[config.mk]
export PLATFORM = sky130hd
export DESIGN_NAME = apb_reg_bridge
export DESIGN_NICKNAME = d
export VERILOG_FILES = /design/src/rtl/apb_reg_pkg.sv /design/src/rtl/bridge_timeout_ctr.sv /design/src/rtl/apb_reg_bridge.sv
export SDC_FILE = /design/constraint.sdc
export NUM_CORES = 1
export LEC_CHECK = 0
export ABC_AREA = 0
export CORE_UTILIZATION = 41
export DETAILED_ROUTE_END_ITERATION = 12
export PLACE_DENSITY = 0.8
export SYNTH_ARGS = -nofsm -noshare
export SYNTH_HDL_FRONTEND = slang
export SYNTH_SLANG_ARGS = --single-unit
[constraint.sdc]
create_clock -name PCLK -period 1.8 [get_ports PCLK]
set_clock_uncertainty 0.1 [all_clocks]
set_input_delay 0.36 -clock PCLK [delete_from_list [all_inputs] [get_ports PCLK]]
set_output_delay 0.36 -clock PCLK [all_outputs]
set_load 0.05 [all_outputs]
[src/rtl/apb_reg_pkg.sv]
// Shared definitions for the APB-to-register bridge.
//   state_t     : bridge FSM encoding (IDLE, REQ, RESP, DRAIN)
//   ALIGN_MASK  : address bits that must be zero for an aligned word access
//   ctr_width() : width of a timeout counter that must hold 0..cycles
package apb_reg_pkg;

  typedef enum logic [1:0] {
    IDLE  = 2'd0,
    REQ   = 2'd1,
    RESP  = 2'd2,
    DRAIN = 2'd3
  } state_t;

  localparam logic [1:0] ALIGN_MASK = 2'b11;

  // Never returns 0 so a disabled timeout (cycles = 0) still gets a legal vector.
  function automatic int ctr_width(input int cycles);
    return (cycles < 1) ? 1 : $clog2(cycles + 1);
  endfunction

endpackage

[src/rtl/bridge_timeout_ctr.sv]
// Saturating wait-cycle counter with an expiry flag, shared by bus bridges.
//   clk, rst_n : clock, asynchronous active-low reset
//   clear      : force the count to 0 (has priority over enable)
//   enable     : count this cycle
//   expired    : high during an enabled cycle that is the last one allowed,
//                i.e. count == TIMEOUT_CYCLES-1; never high when TIMEOUT_CYCLES = 0
module bridge_timeout_ctr
  import apb_reg_pkg::*;
#(
  parameter int TIMEOUT_CYCLES = 64
) (
  input  logic clk,
  input  logic rst_n,
  input  logic clear,
  input  logic enable,
  output logic expired
);

  localparam int CW = ctr_width(TIMEOUT_CYCLES);
  localparam logic [CW-1:0] LAST = CW'(TIMEOUT_CYCLES - 1);
  localparam logic [CW-1:0] SAT  = CW'(TIMEOUT_CYCLES);

  logic [CW-1:0] count;

  // Saturates at TIMEOUT_CYCLES so it can never wrap back into range.
  always_ff @(posedge clk or negedge rst_n) begin
    if (!rst_n) begin
      count <= '0;
    end else if (clear || (TIMEOUT_CYCLES == 0)) begin
      count <= '0;
    end else if (enable && (count != SAT)) begin
      count <= count + CW'(1);
    end
  end

  assign expired = (TIMEOUT_CYCLES != 0) && enable && (count == LAST);

endmodule

[src/rtl/apb_reg_bridge.sv]
// APB completer that turns each APB transfer into one register_if request.
//   APB side      : PCLK, PRESETn, PADDR, PWDATA, PWRITE, PSEL, PENABLE in;
//                   PRDATA, PREADY, PSLVERR out (all registered)
//   register side : REG_ADDR, REG_WDATA, REG_VALID, REG_READ, REG_WRITE out
//                   (all registered); REG_RDATA, REG_ACK, REG_ERROR in
//   dbg_state     : current FSM state, for observation only
//
// Handshake: a register request is REG_VALID=1 with REG_READ/REG_WRITE,
// REG_ADDR and REG_WDATA held stable until the cycle REG_ACK is sampled high;
// REG_RDATA and REG_ERROR are meaningful only in that ACK cycle. On the APB
// side PREADY is a single-cycle pulse and PSLVERR/PRDATA are meaningful only
// while PREADY=1 (PRDATA is 0 otherwise). A request unanswered for
// TIMEOUT_CYCLES REQ cycles is withdrawn and reported as PSLVERR.
module apb_reg_bridge
  import apb_reg_pkg::*;
#(
  parameter int ADDR_WIDTH     = 32,
  parameter int DATA_WIDTH     = 32,
  parameter int TIMEOUT_CYCLES = 64
) (
  input  logic                  PCLK,
  input  logic                  PRESETn,
  input  logic [ADDR_WIDTH-1:0] PADDR,
  input  logic [DATA_WIDTH-1:0] PWDATA,
  input  logic                  PWRITE,
  input  logic                  PSEL,
  input  logic                  PENABLE,
  output logic [DATA_WIDTH-1:0] PRDATA,
  output logic                  PREADY,
  output logic                  PSLVERR,
  output logic [ADDR_WIDTH-1:0] REG_ADDR,
  output logic [DATA_WIDTH-1:0] REG_WDATA,
  output logic                  REG_VALID,
  output logic                  REG_READ,
  output logic                  REG_WRITE,
  input  logic [DATA_WIDTH-1:0] REG_RDATA,
  input  logic                  REG_ACK,
  input  logic                  REG_ERROR,
  output state_t                dbg_state
);

  state_t state;
  logic   abandoned;  // PSEL seen low during REQ: finish the request, drop the reply
  logic   expired;

  bridge_timeout_ctr #(
    .TIMEOUT_CYCLES (TIMEOUT_CYCLES)
  ) u_timeout (
    .clk     (PCLK),
    .rst_n   (PRESETn),
    .clear   (state == IDLE),
    .enable  (state == REQ),
    .expired (expired)
  );

  always_ff @(posedge PCLK or negedge PRESETn) begin
    if (!PRESETn) begin
      state     <= IDLE;
      abandoned <= 1'b0;
      PRDATA    <= '0;
      PREADY    <= 1'b0;
      PSLVERR   <= 1'b0;
      REG_ADDR  <= '0;
      REG_WDATA <= '0;
      REG_VALID <= 1'b0;
      REG_READ  <= 1'b0;
      REG_WRITE <= 1'b0;
    end else begin
      // APB response outputs are single-cycle unless set below.
      PREADY  <= 1'b0;
      PSLVERR <= 1'b0;
      PRDATA  <= '0;

      case (state)
        IDLE: begin
          // Only a setup phase starts a transfer; a bare access phase is ignored.
          if (PSEL && !PENABLE) begin
            abandoned <= 1'b0;
            if ((PADDR[1:0] & ALIGN_MASK) != 2'b00) begin
              state   <= RESP;
              PREADY  <= 1'b1;
              PSLVERR <= 1'b1;
            end else begin
              state     <= REQ;
              REG_ADDR  <= PADDR;
              REG_WDATA <= PWDATA;
              REG_VALID <= 1'b1;
              REG_READ  <= ~PWRITE;
              REG_WRITE <= PWRITE;
            end
          end
        end

        REQ: begin
          if (!PSEL) begin
            abandoned <= 1'b1;
          end
          // ACK is tested first so it wins over a same-cycle expiry.
          if (REG_ACK || expired) begin
            REG_VALID <= 1'b0;
            REG_READ  <= 1'b0;
            REG_WRITE <= 1'b0;
            if (abandoned || !PSEL) begin
              state <= DRAIN;
            end else begin
              state  <= RESP;
              PREADY <= 1'b1;
              if (REG_ACK) begin
                PSLVERR <= REG_ERROR;
                PRDATA  <= (REG_READ && !REG_ERROR) ? REG_RDATA : '0;
              end else begin
                PSLVERR <= 1'b1;
              end
            end
          end
        end

        RESP:    state <= IDLE;
        DRAIN:   state <= IDLE;
        default: state <= IDLE;
      endcase
    end
  end

  assign dbg_state = state;

endmodule

**Yosys cells after proc, flatten, opt, wreduce, memory -nomap -nowiden**

Cells that the tools add are included.

- Word-level logic and storage cells: 75
- Bits in registers: 111
- Output and inout port bits: 103
- Bits in latches: 0
- Bits in writable memories: 0
- Memories kept: 0
- Input port bits: 103
- ROM bits: 0

- Equal/unequal tests: 9
- Reduce and logical (&&, ||, !) cells: 18
- $add $sub $neg: 1
- Multiplexer cells: 34
- Shifts and indexed selects: 0
- Bitwise logic cells: 2
- Div/mod/pow operators: 0
- Multiply operators: 0
- Magnitude comparators: 0

Operator list:

| cell | number |
|---|---|
| 32-bit two-way mux | 5 |
| 1-bit two-way mux | 17 |
| 7-bit two-way mux | 2 |
| 1-bit one-hot mux with 2 select lines | 6 |
| 2-bit != test, second input constant | 4 |
| 7-bit by 1-bit adder with 7-bit output, second input constant | 1 |
| 7-bit by 6-bit equality test with 1-bit output, second input constant | 1 |
| 7-bit != test, second input constant | 1 |
| 2-bit two-way mux | 3 |
| 2-bit one-hot mux with 3 select lines | 1 |
| 3-bit AND reduction | 2 |
| 2-bit nonzero test | 3 |
| 2-bit equality test, second input constant | 2 |
| 1-bit logical AND | 4 |
| 4-bit AND reduction | 1 |
| 1-bit logical NOT | 3 |
| 2-bit by 1-bit equality test with 1-bit output, second input constant | 1 |
| 2-bit logical NOT | 1 |
| 1-bit logical OR | 2 |
| 1-bit inverter | 2 |
| 2-bit AND reduction | 1 |
| 2-bit OR reduction | 1 |

**Longest topological paths before layout**

Gate-level depths: netlist of run 1.

- Depth after elaboration: 7
- Mapped depth: 5
- Mapped depth without buffers: 5

**By module**

A second synthesis of run 1 with hierarchy kept.

- Cell total of the unflattened synthesis: 282
- Area total of the unflattened synthesis: 4227.8 sq um

By module, submodules not included:

| module | area each (sq um) | times used | sequential area each (sq um) | cells an instance |
|---|---|---|---|---|
| apb_reg_bridge | 3797.4 | 1 | 2602.5 | 237 |
| bridge_timeout_ctr | 430.4 | 1 | 175.2 | 45 |

**Least setup slack after synthesis of run 1**

OpenSTA, ideal clock, no wires.

- Kind: register -> register
- Start: register state[1], in the netlist dbg_state[1]
- End: register PRDATA[10]
- Buffers on the path: 1
- Cell stages (with the launch flop): 5
- Setup slack: 0.022 ns
- Data required time: 1.634 ns
- Arrival: 1.612 ns
- Setup time: 0.066 ns
- Clock period less this slack: 1.778 ns
- Path through: dfrtp_1 > nand4bb_1 > nor4_1 > clkbuf_1 > and2_1

- Longest elaborated chain between the ends: 5

Ends and longest elaborated chain:

| element | line | text |
|---|---|---|
| start: declaration | apb_reg_bridge.sv:42 | `state_t state;` |
| start signal: assignment | apb_reg_bridge.sv:58 | `state <= IDLE;` |
| start signal: assignment | apb_reg_bridge.sv:80 | `state <= RESP;` |
| start signal: assignment | apb_reg_bridge.sv:84 | `state <= REQ;` |
| 2-bit by 1-bit equality test with 1-bit output (*) | apb_reg_bridge.sv:52, apb_reg_bridge.sv:74 |  |
| 1-bit logical AND | bridge_timeout_ctr.sv:36 | `assign expired = (TIMEOUT_CYCLES != 0) && enable && (count == LAST);` |
| 1-bit logical OR | apb_reg_bridge.sv:99 | `if (REG_ACK \|\| expired) begin` |
| 32-bit two-way mux | apb_reg_bridge.sv:99 |  |
| 32-bit two-way mux (*) | apb_reg_bridge.sv:74 | `case (state)` |
| end signal: assignment | apb_reg_bridge.sv:110 | `PRDATA <= (REG_READ && !REG_ERROR) ? REG_RDATA : '0;` |
| end: declaration | apb_reg_bridge.sv:28 | `output logic [DATA_WIDTH-1:0] PRDATA,` |

Mark *: on every way between the ends. The rest lies on a longest branch, timed or not.
A chain may end at the register's enable or synchronous reset.

**Final worst setup path of run 1**

- Start: input PENABLE
- End: register REG_WDATA[0]

- Longest elaborated chain between the ends: 3

Ends and longest elaborated chain:

| element | line | text |
|---|---|---|
| start: declaration | apb_reg_bridge.sv:27 | `input logic PENABLE,` |
| 1-bit logical NOT | apb_reg_bridge.sv:77 | `if (PSEL && !PENABLE) begin` |
| 1-bit logical AND | apb_reg_bridge.sv:77 |  |
| 3-bit AND reduction (no line) | n/a |  |
| end signal: assignment | apb_reg_bridge.sv:64 | `REG_WDATA <= '0;` |
| end signal: assignment | apb_reg_bridge.sv:86 | `REG_WDATA <= PWDATA;` |
| end: declaration | apb_reg_bridge.sv:32 | `output logic [DATA_WIDTH-1:0] REG_WDATA,` |

Every way passes these cells.

==> out/metrics.yaml, run 1 <==
start_util_pct: 42.65
maxSlewViolCount: 0
firstDrtPassIters: 4
critPathTopFamily: "buffers and inverters"
crit_path_max_fanout: 21
place_area_um2: 6549
viasPerCell: 4.776
p_int_mw: 5.324
ir_worst_vdd_mv: 0.9112
period_minus_slack_ns: 1.693
max_freq_ghz: 0.5906
synthDistinctLibCells: 36
fin_tns_setup_ns: 0
power_frac_comb_pct: 41.5
post_cts_buffers: 0
nNetsFinal: 620
setup_viol: 0
worst_pin_slew_ns: 0.4096
dpl.hpwl_um: 8097
dp_slack_ns: -0.2737
seqPwrFrac_pct: 37.9
dieArea_um2: 11260
switching_share_pct: 38.12
die_x_um: 106.1
rrSetupSlack_ns: 0.12
grt_pass1_wl_um: 16910
hp-class: "input port to async pin"
critPathBufInv: 2
drive_gt1_share_pct: 38.85
worstSetupStartpointType: "input port"
status: "complete, no violations"
fin_ws_ns: 0.1069
crit_required_ns: 1.95
avgSynthCellArea_um2: 15.01
drcViolationCount: 0
wl_per_cell_um: 16.21
wl_um: 10630
power.leakage_nw: 3.374
clk_latency_ns: 0.36
slowest_delay_ns: 0.45
critical_path_arrival_ns: 1.84
grt_overflow: 0
cts_tree: "done"
r2r-start: "dbg_state[1]$_DFFE_PN0P_"
max_cap_viol_count: 0
synth_fp_nets: 401
rr_endpoint: "PRDATA[28]$_DFF_PN0_"
period_share_pct: 94.06
synthCells: 296
finalInstanceArea_um2: 6814
relSlewSlack_pct: 72.44
globalplace.congestion: 0.8860
rows: 37
coreArea_um2: 10420
antenna_found_initial: 0
clk_pin_slew_ns: 0.09
crit_chain: "clkdlybuf4s50_1 -> nor4b_4 -> nand2_4 -> buf_12 -> mux2_4"
worstSetupPathType: "input port to register"
via_count: 3133
ctsLongestPathBuffers: 2
drt_iter0_drc: 88
hold_ws_ns: 0.3080
grt_max_degree: 55
fillers: 754
utilization_pct: 65.42
power.density_nw_per_um2: 1263
cts_htree_levels: 3
cts_buffers: 9
port_buffers: 205
seq_area_frac_synth_pct: 62.52
n_antenna_cell: 0
p_sw_mw: 3.280
yosys_warnings: 0
grt_pass1_vias: 3263
hold_violations: 0
rsz0062_at_grt: "no"
clock-sinks: 111
syn_area_um2: 4443
die_h_um: 106.1
r2r_cells: 5
p_clk_share_pct: 20.6
cp-end-kind: "register"
cts_root_buf: "clkbuf_8"
final_antenna_net_count: 0
grtUsageTotal_pct: 19.41
synth_seq_cells: 111
area_delta_synth_final_pct: 53.37
slowest_stage: "clkdlybuf4s50_1"
io_pins: 206
==> final cells by class <==
cell class,count,area [um2],share of cell area [%]
clock buffers,11,141.4,2.075
clock inverters,5,103.9,1.524
inverters,8,30.03,0.4407
multi-input cells,164,1564,22.95
flip-flops and latches,111,2778,40.76
well taps,136,170.2,2.497
repair buffers,221,2027,29.75
==> placed cells by master (no fill, tap or decap), types with 2 or more instances in the layout <==
master,synthesis,routed
a21oi_1,4,4
a41oi_1,2,2
and2_1,34,34
buf_12,0,9
buf_4,0,110
bufinv_16,0,3
clkbuf_8,0,10
clkdlybuf4s50_1,0,101
dfrtp_1,111,111
ha_1,2,2
inv_1,8,8
mux2_2,15,15
mux2_4,47,47
mux2i_1,3,3
nand2_1,10,9
nand3_1,6,5
nor2_1,6,6
nor2b_1,2,2
o211ai_1,4,4
o21ai_0,6,6
o22ai_1,3,3
or4_1,3,3
==> power groups by stage <==
stage	Clock [mW]	Combinational [mW]	Sequential (mW)
6_report	1.77	3.57	3.26
4_1_cts	1.83	3.60	3.26
5_1_grt	1.93	3.71	3.31
3_3_place_gp	0	3.55	3.29
3_5_place_dp	0	3.59	3.30
2_1_floorplan	0	0.677	4.87
==> flip-flops by register name (all words and copies together), names as in the netlist, 2 cells and up <==
signal           cells
REG_WDATA           32
dbg_state            2
PRDATA              32
u_timeout.count      7
REG_ADDR            32
==> logic make-up after synthesis <==
| kind of cell | share of synthesized area, % |
|---|---|
| compound gates | 4.027 |
| xor+xnor | 0.1972 |
| fa+ha+maj | 0.5631 |
| buf+inv | 2.816 |
| flops | 62.52 |
| mux | 20.36 |
| simple gates | 9.519 |
==> through the flow <==
step	total power [mW]	std cells
final	8.605	656
after global routing	8.947	656
after CTS	8.691	656
after detailed placement	6.898	639
after global placement	6.835	639
after floorplan	5.546	296
==> cells in the mapped netlist <==
| library cell | n | area (um2) |
|---|---|---|
| mux2_2 | 15 | 168.9 |
| or3_1 | 1 | 6.260 |
| nor4_1 | 2 | 12.51 |
| mux2i_1 | 3 | 30.03 |
| buf_2 | 1 | 5.000 |
| nor4bb_1 | 1 | 10.01 |
| nor2_1 | 6 | 22.52 |
| nand3_1 | 6 | 30.03 |
| inv_1 | 8 | 30.03 |
| o31ai_1 | 1 | 7.510 |
| nor4b_4 | 1 | 23.77 |
| a21oi_1 | 4 | 20.02 |
| dfrtp_1 | 111 | 2778 |
| a221o_1 | 1 | 10.01 |
| o221ai_1 | 1 | 8.760 |
| ha_1 | 2 | 25.02 |
| clkbuf_1 | 6 | 22.52 |
| o21ai_0 | 6 | 30.03 |
| buf_6 | 6 | 67.56 |
| nor2b_1 | 2 | 12.51 |
| xor2_1 | 1 | 8.760 |
| a31oi_1 | 1 | 6.260 |
| and3_1 | 1 | 6.260 |
| o211ai_1 | 4 | 30.03 |
| or4_1 | 3 | 22.52 |
| o22ai_1 | 3 | 18.77 |
| nand2_1 | 10 | 37.54 |
| and2_1 | 34 | 212.7 |
| a41o_1 | 1 | 10.01 |
| o41a_1 | 1 | 11.26 |
| mux2_4 | 47 | 705.7 |
| nand4bb_1 | 1 | 11.26 |
| or3b_2 | 1 | 8.760 |
| nand2b_1 | 1 | 6.260 |
| a41oi_1 | 2 | 17.52 |
| o31a_1 | 1 | 8.760 |
==> how the worst max path moves through the flow <==
| stage | start | to | slack [ns] | depth (start not counted) |
|---|---|---|---|---|
| after floorplan | dbg_state[1]$_DFFE_PN0P_ | PRDATA[10]$_DFF_PN0_ | 0.02 | 4 |
| after global placement | PENABLE | REG_WDATA[11]$_DFFE_PN0P_ | -0.26 | 5 |
| after detailed placement | PENABLE | REG_WDATA[5]$_DFFE_PN0P_ | -0.27 | 5 |
| after CTS | dbg_state[1]$_DFFE_PN0P_ | PRDATA[27]$_DFF_PN0_ | 0.1 | 5 |
| after global routing | dbg_state[1]$_DFFE_PN0P_ | PRDATA[8]$_DFF_PN0_ | 0.008 | 5 |
| final | PENABLE | REG_WDATA[0]$_DFFE_PN0P_ | 0.11 | 5 |
==> what timing repair did <==
item | 4_1_cts | 5_1_grt
hold buffers | 1 | 0
resized for setup | 0 | 2
endpoints found under the hold margin | 16 | 0
setup endpoints to repair | 0 | 2
==> layer usage <==
layer / wire (um) / up-vias / track usage, %
met5: 0 / - / 0
met4: 219 / 0 / 7.540
met3: 649 / 19 / 4.598
met2: 5248 / 144 / 32.14
met1: 4517 / 1514 / 24.55
li1: - / 1456 / -
Note: power is estimated with default switching activity, not from simulation.
==> run 2: changes to the inputs <==
--- a/config.mk
+++ b/config.mk
@@ -9,6 +9,7 @@
 export CORE_UTILIZATION = 41
 export DETAILED_ROUTE_END_ITERATION = 12
 export PLACE_DENSITY = 0.8
+export SETUP_SLACK_MARGIN = 0.05
 export SYNTH_ARGS = -nofsm -noshare
 export SYNTH_HDL_FRONTEND = slang
 export SYNTH_SLANG_ARGS = --single-unit
==> run 2 against run 1 <==
Against the previous run: clock power decreased by 25%; via count increased by 1.8%; setup slack got worse by 0.021 ns; first-iteration DRC count decreased by 2.3%; critical path type unchanged; fmax decreased by 1.2%; die area unchanged; largest power group unchanged; global-route usage decreased by 0.45 points; cell count unchanged; critical endpoint is now REG_ADDR[11]$_DFFE_PN0P_; non-clock buffer count increased by 2; combinational power about the same; highest routed layer unchanged.
==> out/metrics.yaml, run 2 (synthesis results as in run 1) <==
dieArea_um2: 11260
period_share_pct: 95.20
p_int_mw: 4.864
wl_per_cell_um: 15.74
grt_pass1_wl_um: 16640
final_antenna_net_count: 0
post_cts_buffers: 0
drt_iter0_drc: 86
seqPwrFrac_pct: 40.0
cts_buffers: 9
die_x_um: 106.1
hold_violations: 0
firstDrtPassIters: 4
crit_chain: "clkdlybuf4s50_1 -> nor4b_4 -> nand2_4 -> buf_12 -> mux2_4"
antenna_found_initial: 0
critPathTopFamily: "buffers and inverters"
viasPerCell: 4.860
cp-end-kind: "register"
reg_top3: "PRDATA: 32 flops, REG_ADDR: 32 flops, REG_WDATA: 32 flops"
critPathBufInv: 2
rows: 37
period_minus_slack_ns: 1.714
worstSetupStartpoint: "PADDR[0]"
cts_htree_levels: 3
grt_overflow: 0
grtUsageTotal_pct: 18.96
hp-start: "PSEL"
crit_path_max_fanout: 21
area_delta_synth_final_pct: 52.04
p_clk_share_pct: 16.2
p_sw_mw: 3.244
power.leakage_nw: 3.346
ir_worst_vdd_mv: 0.6839
status: "complete, no violations"
worst_pin_slew_ns: 0.3919
power_frac_comb_pct: 43.8
hp-class: "input port to register"
clk_latency_ns: 0.36
power.density_nw_per_um2: 1200
max_freq_ghz: 0.5836
dpl.hpwl_um: 7844
worstSetupPathType: "input port to register"
rsz0062_at_grt: "no"
maxSlewViolCount: 0
grt_pass1_vias: 3294
globalplace.congestion: 0.8251
fin_tns_setup_ns: 0
cts_root_buf: "clkbuf_8"
layout_commonest_cell: "buf_4"
drcViolationCount: 0
clk_pin_slew_ns: 0.10
relSlewSlack_pct: 73.82
io_pins: 206
die_h_um: 106.1
switching_share_pct: 40.01
slowest_stage: "clkdlybuf4s50_1"
coreArea_um2: 10420
wl_um: 10320
via_count: 3188
grt_max_degree: 48
setup_viol: 0
nNetsFinal: 622
port_buffers: 205
ctsLongestPathBuffers: 2
max_cap_viol_count: 0
cts_tree: "done"
layout_common_cells: "buf_4, dfrtp_1, clkdlybuf4s50_1"
worstSetupStartpointType: "input port"
clock-sinks: 111
fillers: 779
n_antenna_cell: 0
start_util_pct: 42.65
fin_cells: 656
r2r-start: "u_timeout.count[2]$_DFFE_PN0P_"
drive_gt1_share_pct: 38.85
dpl.cell_count: 641
critical_path_arrival_ns: 1.86
slowest_delay_ns: 0.46
crit_required_ns: 1.95
[run 2: final timing paths]
check / end / slack (ns) / cells past startpoint
worst max-delay path: REG_ADDR[11]$_DFFE_PN0P_ / 0.09 / 5
worst min-delay path: dbg_state[0]$_DFFE_PN0P_ / 0.32 / 3
worst max register to register: u_timeout.count[3]$_DFFE_PN0P_ / 0.15 / 3
worst min register to register: REG_ADDR[0]$_DFFE_PN0P_ / 0.41 / 1
max in group asynchronous: PRDATA[8]$_DFF_PN0_ / 0.66 / 3
min in group asynchronous: REG_ADDR[15]$_DFFE_PN0P_ / 0.37 / 2
[run 2: power groups by stage]
| stage | Clock (mW) | Combinational, mW | Sequential, mW |
|---|---|---|---|
| finish | 1.32 | 3.55 | 3.24 |
| global route | 1.45 | 3.69 | 3.29 |
| global placement | 0 | 3.52 | 3.27 |
| CTS | 1.36 | 3.58 | 3.25 |
| floorplan | 0 | 0.679 | 4.87 |
| detailed placement | 0 | 3.57 | 3.29 |
[run 2: tightest hold or removal path: stages]
cell and delay, ns:
dlymetal6s2s_1 0.14, buf_4 0.14, a41oi_1 0.11
[run 2: routing by layer]
metal	track usage, %	vias to the layer above	share of wire, %
li1	-	1461	-
met1	24.00	1568	43
met2	31.68	143	49
met3	4.231	16	6.2
met4	7.242	0	1.7
met5	0	-	0
[run 2: final cells by class]
cell class	count	area (um2)	area share (%)
clock buffers	11	141.4	2.093
clock inverters	3	21.27	0.3149
inverters	8	30.03	0.4445
multi-input cells	164	1570	23.25
flip-flops and latches	111	2778	41.12
well taps	136	170.2	2.519
repair buffers	223	2044	30.26
[run 2: timing repair]
| item | in CTS | in global routing |
|---|---|---|
| endpoints found under the setup margin | 0 | 10 |
| endpoints found under the hold margin | 22 | 0 |
| hold buffers | 1 | 0 |
| gates resized for setup | 0 | 3 |
[run 2: stage by stage]
step / power [mW] / utilization [%] / instance area, um2 / hold slack (ns) / setup slack (ns)
2_1_floorplan: 5.549 / - / 4449 / -0.03559 / 0.05523
3_3_place_gp: 6.793 / 63.10 / 6573 / 0.1956 / -0.2603
3_5_place_dp: 6.860 / 63.10 / 6573 / 0.2004 / -0.2874
4_1_cts: 8.184 / 64.76 / 6745 / 0.3423 / 0.1059
5_1_grt: 8.428 / 64.85 / 6755 / 0.3440 / 0.05568
6_report: 8.108 / 64.85 / 6755 / 0.3205 / 0.08637
==> run 3: changes to the inputs <==
--- a/config.mk
+++ b/config.mk
@@ -5,7 +5,6 @@
 export SDC_FILE = /design/constraint.sdc
 export NUM_CORES = 1
 export LEC_CHECK = 0
-export ABC_AREA = 0
 export CORE_UTILIZATION = 41
 export DETAILED_ROUTE_END_ITERATION = 12
 export PLACE_DENSITY = 0.8
==> results of run 3 <==
Same layout as run 2: the final DEF is identical, and so are final timing and power.
